==> src/rtl/vga_screen_sequencer.sv <==
// vga_screen_sequencer: frame-synchronous RGB source selector placed between
// the display_controller timing outputs and the VGA pins.
// Source switches take effect only at frame boundaries, so there is no tearing.
// A timed banner screen and a sticky terminal screen sit on top of normal play.
// Optional build macro: VGA_SEQ_FADE_EN adds a fade-in from black after every
// source change.
//
// state      | meaning
// -----------+------------------------------------------------------------
// ST_NORMAL  | normal play; src_sel_req picks the source at each frame start
// ST_BANNER  | banner source shown for BANNER_FRAMES frames
// ST_STICKY  | terminal screen; only reset leaves this state
module vga_screen_sequencer #(
  parameter int NUM_SRC       = 4,
  parameter int COLOR_W       = 4,
  parameter int BANNER_SRC    = 1,
  parameter int BANNER_FRAMES = 120,
  localparam int SEL_W        = (NUM_SRC > 1) ? $clog2(NUM_SRC) : 1,
  localparam int RGB_W        = 3 * COLOR_W
) (
  input  logic                     clk,
  input  logic                     reset,
  input  logic                     bright,
  input  logic                     hSync_in,
  input  logic                     vSync_in,
  input  logic [NUM_SRC*RGB_W-1:0] src_rgb,
  input  logic [SEL_W-1:0]         src_sel_req,
  input  logic                     banner_req,
  input  logic                     sticky_req,
  input  logic [SEL_W-1:0]         sticky_sel,
  output logic [RGB_W-1:0]         rgb_out,
  output logic                     hSync_out,
  output logic                     vSync_out,
  output logic [SEL_W-1:0]         active_src,
  output logic                     banner_active,
  output logic                     sticky_flag
);

  // Counter only ever holds BANNER_FRAMES-1 down to 0.
  localparam int CNT_W = (BANNER_FRAMES > 1) ? $clog2(BANNER_FRAMES) : 1;

  typedef enum logic [1:0] {
    ST_NORMAL = 2'd0,
    ST_BANNER = 2'd1,
    ST_STICKY = 2'd2
  } state_t;

  state_t             state_q, state_d;
  logic [SEL_W-1:0]   active_q, active_d;
  logic [SEL_W-1:0]   norm_sel_q, norm_sel_d;
  logic [SEL_W-1:0]   sticky_idx_q, sticky_idx_d;
  logic               banner_pend_q, banner_pend_d;
  logic               sticky_pend_q, sticky_pend_d;
  logic [CNT_W-1:0]   cnt_q, cnt_d;
  logic               frame_tick_q;
  logic               sel_ok;
  logic               sticky_ok;
  logic [RGB_W-1:0]   sel_rgb;
  logic [RGB_W-1:0]   pix_rgb;

  assign sel_ok        = (32'(src_sel_req) < NUM_SRC);
  assign sticky_ok     = (32'(sticky_idx_q) < NUM_SRC);
  assign active_src    = active_q;
  assign banner_active = (state_q == ST_BANNER);
  assign sticky_flag   = (state_q == ST_STICKY);

  // Control register bank: FSM state, selection, pending requests, banner counter.
  always_ff @(posedge clk or posedge reset) begin
    if (reset) begin
      state_q       <= ST_NORMAL;
      active_q      <= '0;
      norm_sel_q    <= '0;
      sticky_idx_q  <= '0;
      banner_pend_q <= 1'b0;
      sticky_pend_q <= 1'b0;
      cnt_q         <= '0;
    end else begin
      state_q       <= state_d;
      active_q      <= active_d;
      norm_sel_q    <= norm_sel_d;
      sticky_idx_q  <= sticky_idx_d;
      banner_pend_q <= banner_pend_d;
      sticky_pend_q <= sticky_pend_d;
      cnt_q         <= cnt_d;
    end
  end

  // Next-state logic; every decision waits for frame_tick so screens never tear.
  always_comb begin
    state_d       = state_q;
    active_d      = active_q;
    norm_sel_d    = norm_sel_q;
    cnt_d         = cnt_q;
    banner_pend_d = banner_pend_q | banner_req;
    sticky_pend_d = sticky_pend_q | sticky_req;
    sticky_idx_d  = sticky_req ? sticky_sel : sticky_idx_q;
    if (frame_tick_q) begin
      // Pending flags are consumed here; a request landing on the tick itself
      // is kept for the following frame.
      banner_pend_d = banner_req;
      sticky_pend_d = sticky_req;
      case (state_q)
        ST_NORMAL: begin
          if (sticky_pend_q) begin
            state_d  = ST_STICKY;
            active_d = sticky_ok ? sticky_idx_q : '0;
          end else if (banner_pend_q && (BANNER_FRAMES > 0)) begin
            state_d  = ST_BANNER;
            active_d = SEL_W'(BANNER_SRC);
            cnt_d    = CNT_W'(BANNER_FRAMES - 1);
          end else if (sel_ok) begin
            active_d   = src_sel_req;
            norm_sel_d = src_sel_req;
          end
        end
        ST_BANNER: begin
          if (sticky_pend_q) begin
            state_d  = ST_STICKY;
            active_d = sticky_ok ? sticky_idx_q : '0;
          end else if (banner_pend_q) begin
            cnt_d = CNT_W'(BANNER_FRAMES - 1);
          end else if (cnt_q == '0) begin
            state_d = ST_NORMAL;
            if (sel_ok) begin
              active_d   = src_sel_req;
              norm_sel_d = src_sel_req;
            end else begin
              active_d = norm_sel_q;
            end
          end else begin
            cnt_d = cnt_q - CNT_W'(1);
          end
        end
        ST_STICKY: begin
          state_d = ST_STICKY;
        end
        default: begin
          state_d  = ST_NORMAL;
          active_d = '0;
        end
      endcase
    end
  end

  // Source mux: pick the packed RGB word of the displayed source.
  always_comb begin
    sel_rgb = '0;
    for (int i = 0; i < NUM_SRC; i++) begin
      if (active_q == SEL_W'(i)) sel_rgb = src_rgb[i*RGB_W +: RGB_W];
    end
  end

`ifdef VGA_SEQ_FADE_EN
  localparam int FADE_W = $clog2(COLOR_W + 1);

  logic [FADE_W-1:0] fade_q, fade_d;

  // Fade counter restarts on any source change and counts down once per frame.
  always_comb begin
    fade_d = fade_q;
    if (active_d != active_q) begin
      fade_d = FADE_W'(COLOR_W);
    end else if (frame_tick_q && (fade_q != '0)) begin
      fade_d = fade_q - FADE_W'(1);
    end
  end

  // Fade counter register.
  always_ff @(posedge clk or posedge reset) begin
    if (reset) fade_q <= '0;
    else       fade_q <= fade_d;
  end

  // Each channel dimmed independently by the current fade shift.
  always_comb begin
    pix_rgb = '0;
    for (int c = 0; c < 3; c++) begin
      pix_rgb[c*COLOR_W +: COLOR_W] = sel_rgb[c*COLOR_W +: COLOR_W] >> fade_q;
    end
  end
`else
  assign pix_rgb = sel_rgb;
`endif

  // Pixel/sync stage: one register for colour and syncs keeps them aligned;
  // the registered vSync doubles as the previous sample for edge detection.
  always_ff @(posedge clk or posedge reset) begin
    if (reset) begin
      rgb_out      <= '0;
      hSync_out    <= 1'b1;
      vSync_out    <= 1'b1;
      frame_tick_q <= 1'b0;
    end else begin
      rgb_out      <= bright ? pix_rgb : '0;
      hSync_out    <= hSync_in;
      vSync_out    <= vSync_in;
      frame_tick_q <= vSync_out & ~vSync_in;
    end
  end

endmodule
==> config.mk <==
export PLATFORM = sky130hd
export DESIGN_NAME = vga_screen_sequencer
export DESIGN_NICKNAME = d
export VERILOG_FILES = /design/src/rtl/vga_screen_sequencer.sv
export SDC_FILE = /design/constraint.sdc
export NUM_CORES = 1
export LEC_CHECK = 0
export BUFFER_PORTS_ARGS = -buffer_cell sky130_fd_sc_hd__buf_2
export CAP_MARGIN = 10
export CORE_ASPECT_RATIO = 2
export CORE_MARGIN = 3
export CORE_UTILIZATION = 46
export DETAILED_ROUTE_END_ITERATION = 10
export GPL_TIMING_DRIVEN = 1
export PLACE_DENSITY = 0.83
export SYNTH_ARGS = -nofsm -noshare
export SYNTH_HDL_FRONTEND = slang
export SYNTH_SLANG_ARGS = --single-unit
==> constraint.sdc <==
create_clock -name clk -period 1.75 [get_ports clk]
set_input_delay 0.0875 -clock clk [delete_from_list [all_inputs] [get_ports clk]]
set_output_delay 0.0875 -clock clk [all_outputs]
set_load 0.005 [all_outputs]
==> impl_metrics.toml <==
[outcome]
status = "finished, final reports clean"

[detailed_routing]
vias = 1385
drc_errors = 0
wl_mm = 3.77
wl_per_cell_um = 14.3
vias_per_cell = 5.25
first_pass_iters = 4
drt_iter0_drc = 15
antenna_left = 0

[layout]
multi_input_area_sq_um = 826
area_delta_synth_final_pct = 34.8
stdcell_count = 264
register_area_sq_um = 753
final.fill_count = 274
final_common_cell = "buf_2"
final_cell_mix = "buf_2, dfrtp_1, mux4_2, and2_1"
final_layout_size_suffix_gt1_share_pct = 54.2
antennaDiodeCount = 0
layout.nets = 275

[critical_path]
arrival_ns = 1.80
crit_fanout = 4
path_cells = "inv_1 > ha_1 > or3b_4 > o211ai_2 > o31ai_1 > a21o_1"
crit_buf_inv = 1
end_kind = "flop"
criticalPathCategory = "flop to flop"
slowest_stage = "or3b_4"
crit_family = "compound AO/OA/AOI/OAI gates"
crit_required_ns = 1.91
start_kind = "flop"
slowest_delay_ns = 0.41

[power]
p_leak_uw = 0.00109
p_int_uw = 1720
clock_power_share_pct = 22.6
powerDensity_nw_per_um2 = 1080
ir_drop_mv = 0.551
pwr-share-comb_pct = 36.6
pwr-share-seq_pct = 40.7
p_sw_uw = 694
swShare_pct = 28.8

[hold_path]
hold_path.class = "input port to flop"

[timing]
tightest_slew_ns = 0.582
hold_viol_final = 0
grt_setup_unrepaired = "true"
post-route-period-util_pct = 93.4
setup_viol = 0
period_minus_slack_ns = 1.64
hold_ws_ns = 0.0413
fmax_ghz = 0.612
maxSlewViolCount = 0
fin_skew_ns = 0.00513
relSlewSlack_pct = 61.2

[logic_synthesis]
syn_inst = 129
syn-cell-area_sq_um = 1650
synth-edff-count = 0
avgSynthCellArea_sq_um = 12.8
synthFlopType = "dfrtp_1"
ys_warn_count = 0
ys_seq_area_share_pct = 45.6
ys_types = 43
synth_fp_nets = 189
ys_ff_latch = 30
ys_async_sr_fraction_pct = 100

[clocking]
clock_path_buffers = 2
cts_num_sinks = 30
cts_root_buf = "clkbuf_8"
post_cts_buffers = 0
insertion_delay_ns = 0.27
cts_buffers = 5
h-tree-depth = 2
tritoncts = "built"
path_clk_slew_ns = 0.06

[floorplanning]
die_x_um = 48.4
die_area_sq_um = 4390
initial_core_util_pct = 48.4
fp.dieH_um = 90.7
core_sq_um = 3420
fp-row-count = 30
ios = 77

[global_routing]
antenna_found_initial = 0
grt_pass1_wl_mm = 6.37
grt_usage_pct = 18.6
grt_max_degree = 31
first_global_vias = 1421
grt_overflow = 0

[placed_design]
gp_congestion = 0.834
port_buffers = 76
dp_cells = 252
hpwl_mm = 3.08

[run]
drv_cap = 0
[power by group through the flow]
stage / clock network (uW) / logic, uW / registers [uW]
4_1_cts: 575 / 889 / 985
6_report: 546 / 883 / 983
3_5_place_dp: 0 / 881 / 997
5_1_grt: 600 / 975 / 1010
2_1_floorplan: 0 / 643 / 950
3_3_place_gp: 0 / 860 / 985
[routing by layer]
layer,global-route usage [%],share of wire [%],routed length (um)
met5,0,0,0
met4,6.18,0.82,31
met3,7.44,8.9,337
met2,37.1,59,2220
met1,15.7,31,1180
[worst reg2reg max path, delay by kind of cell, from the launching register on]
| kind | cells | cell delay, ns |
|---|---|---|
| flops | 1 | 0.40 |
| fa+ha+maj | 1 | 0.17 |
| simple gates | 1 | 0.41 |
| compound gates | 3 | 0.49 |
| buf+inv | 1 | 0.06 |
[cells by family after synthesis]
| group | Yosys count | share of synthesized area (%) |
|---|---|---|
| mux | 15 | 18.4 |
| flops | 30 | 45.6 |
| compound gates | 24 | 10.5 |
| buf+inv | 12 | 4.55 |
| fa+ha+maj | 1 | 0.757 |
| simple gates | 47 | 20.2 |
[what timing repair did]
| item | 4_1_cts | 5_1_grt |
|---|---|---|
| resized for setup | 0 | 1 |
| hold endpoints to repair | 32 | 0 |
| endpoints found under the setup margin | 0 | 2 |
| hold buffers | 4 | 0 |
[state kept, by name, indices dropped and copies added, names as in the netlist]
signal and flops:
active_src 2, banner_pend_q 1, cnt_q 7, frame_tick_q 1, hSync_out 1, rgb_out 12
state_q 2, sticky_idx_q 2, sticky_pend_q 1, vSync_out 1
[area by class of cell]
class                           instances  area share (%)
Clock inverter                          1           0.225
Sequential cell                        30            33.8
Timing Repair Buffer                   86            21.5
Multi-Input combinational cell         87            37.1
Inverter                                5           0.843
Tap cell                               48            2.70
Clock buffer                            7            3.88
[cell usage after synthesis, types with 2 or more instances]
cell,instances,area (sq um)
or3b_1,2,17.5
nor2b_1,2,12.5
and2b_2,2,17.5
nand3_1,5,25.0
or3_1,2,12.5
o31ai_1,3,22.5
mux4_2,12,270
mux2_2,2,22.5
nor2_1,4,15.0
dfstp_2,2,52.6
a31oi_1,4,25.0
clkbuf_8,2,27.5
inv_1,5,18.8
nor3b_4,3,56.3
dfrtp_1,28,701
buf_2,2,10.0
a21o_1,3,22.5
a21oi_1,4,20.0
nand2_1,6,22.5
and2_1,12,75.1
a22o_1,2,17.5
[stage by stage]
step / total power [uW] / setup TNS (ns) / setup slack (ns) / util, % / area (sq um)
floorplan: 1590 / 0 / 0.173 / - / 1650
global placement: 1850 / 0 / 0.123 / 61.3 / 2090
detailed placement: 1880 / 0 / 0.0815 / 61.3 / 2090
CTS: 2450 / 0 / 0.0692 / 65.1 / 2220
global route: 2590 / -0.00624 / -0.00624 / 65.2 / 2230
finish: 2410 / 0 / 0.115 / 65.2 / 2230
[worst paths after layout]
kind                            endpoint  cells after the start        from  slack (ns)
max                             cnt_q[3]                      6    cnt_q[0]        0.11
min                        sticky_pend_q                      2  sticky_req        0.04
max reg2reg                     cnt_q[3]                      6    cnt_q[0]        0.11
min reg2reg                     cnt_q[0]                      1    cnt_q[0]        0.49
max in group asynchronous      vSync_out                      4       reset        1.00
min in group asynchronous     rgb_out[0]                      4       reset        0.43
(Power assumes the default switching activity.)
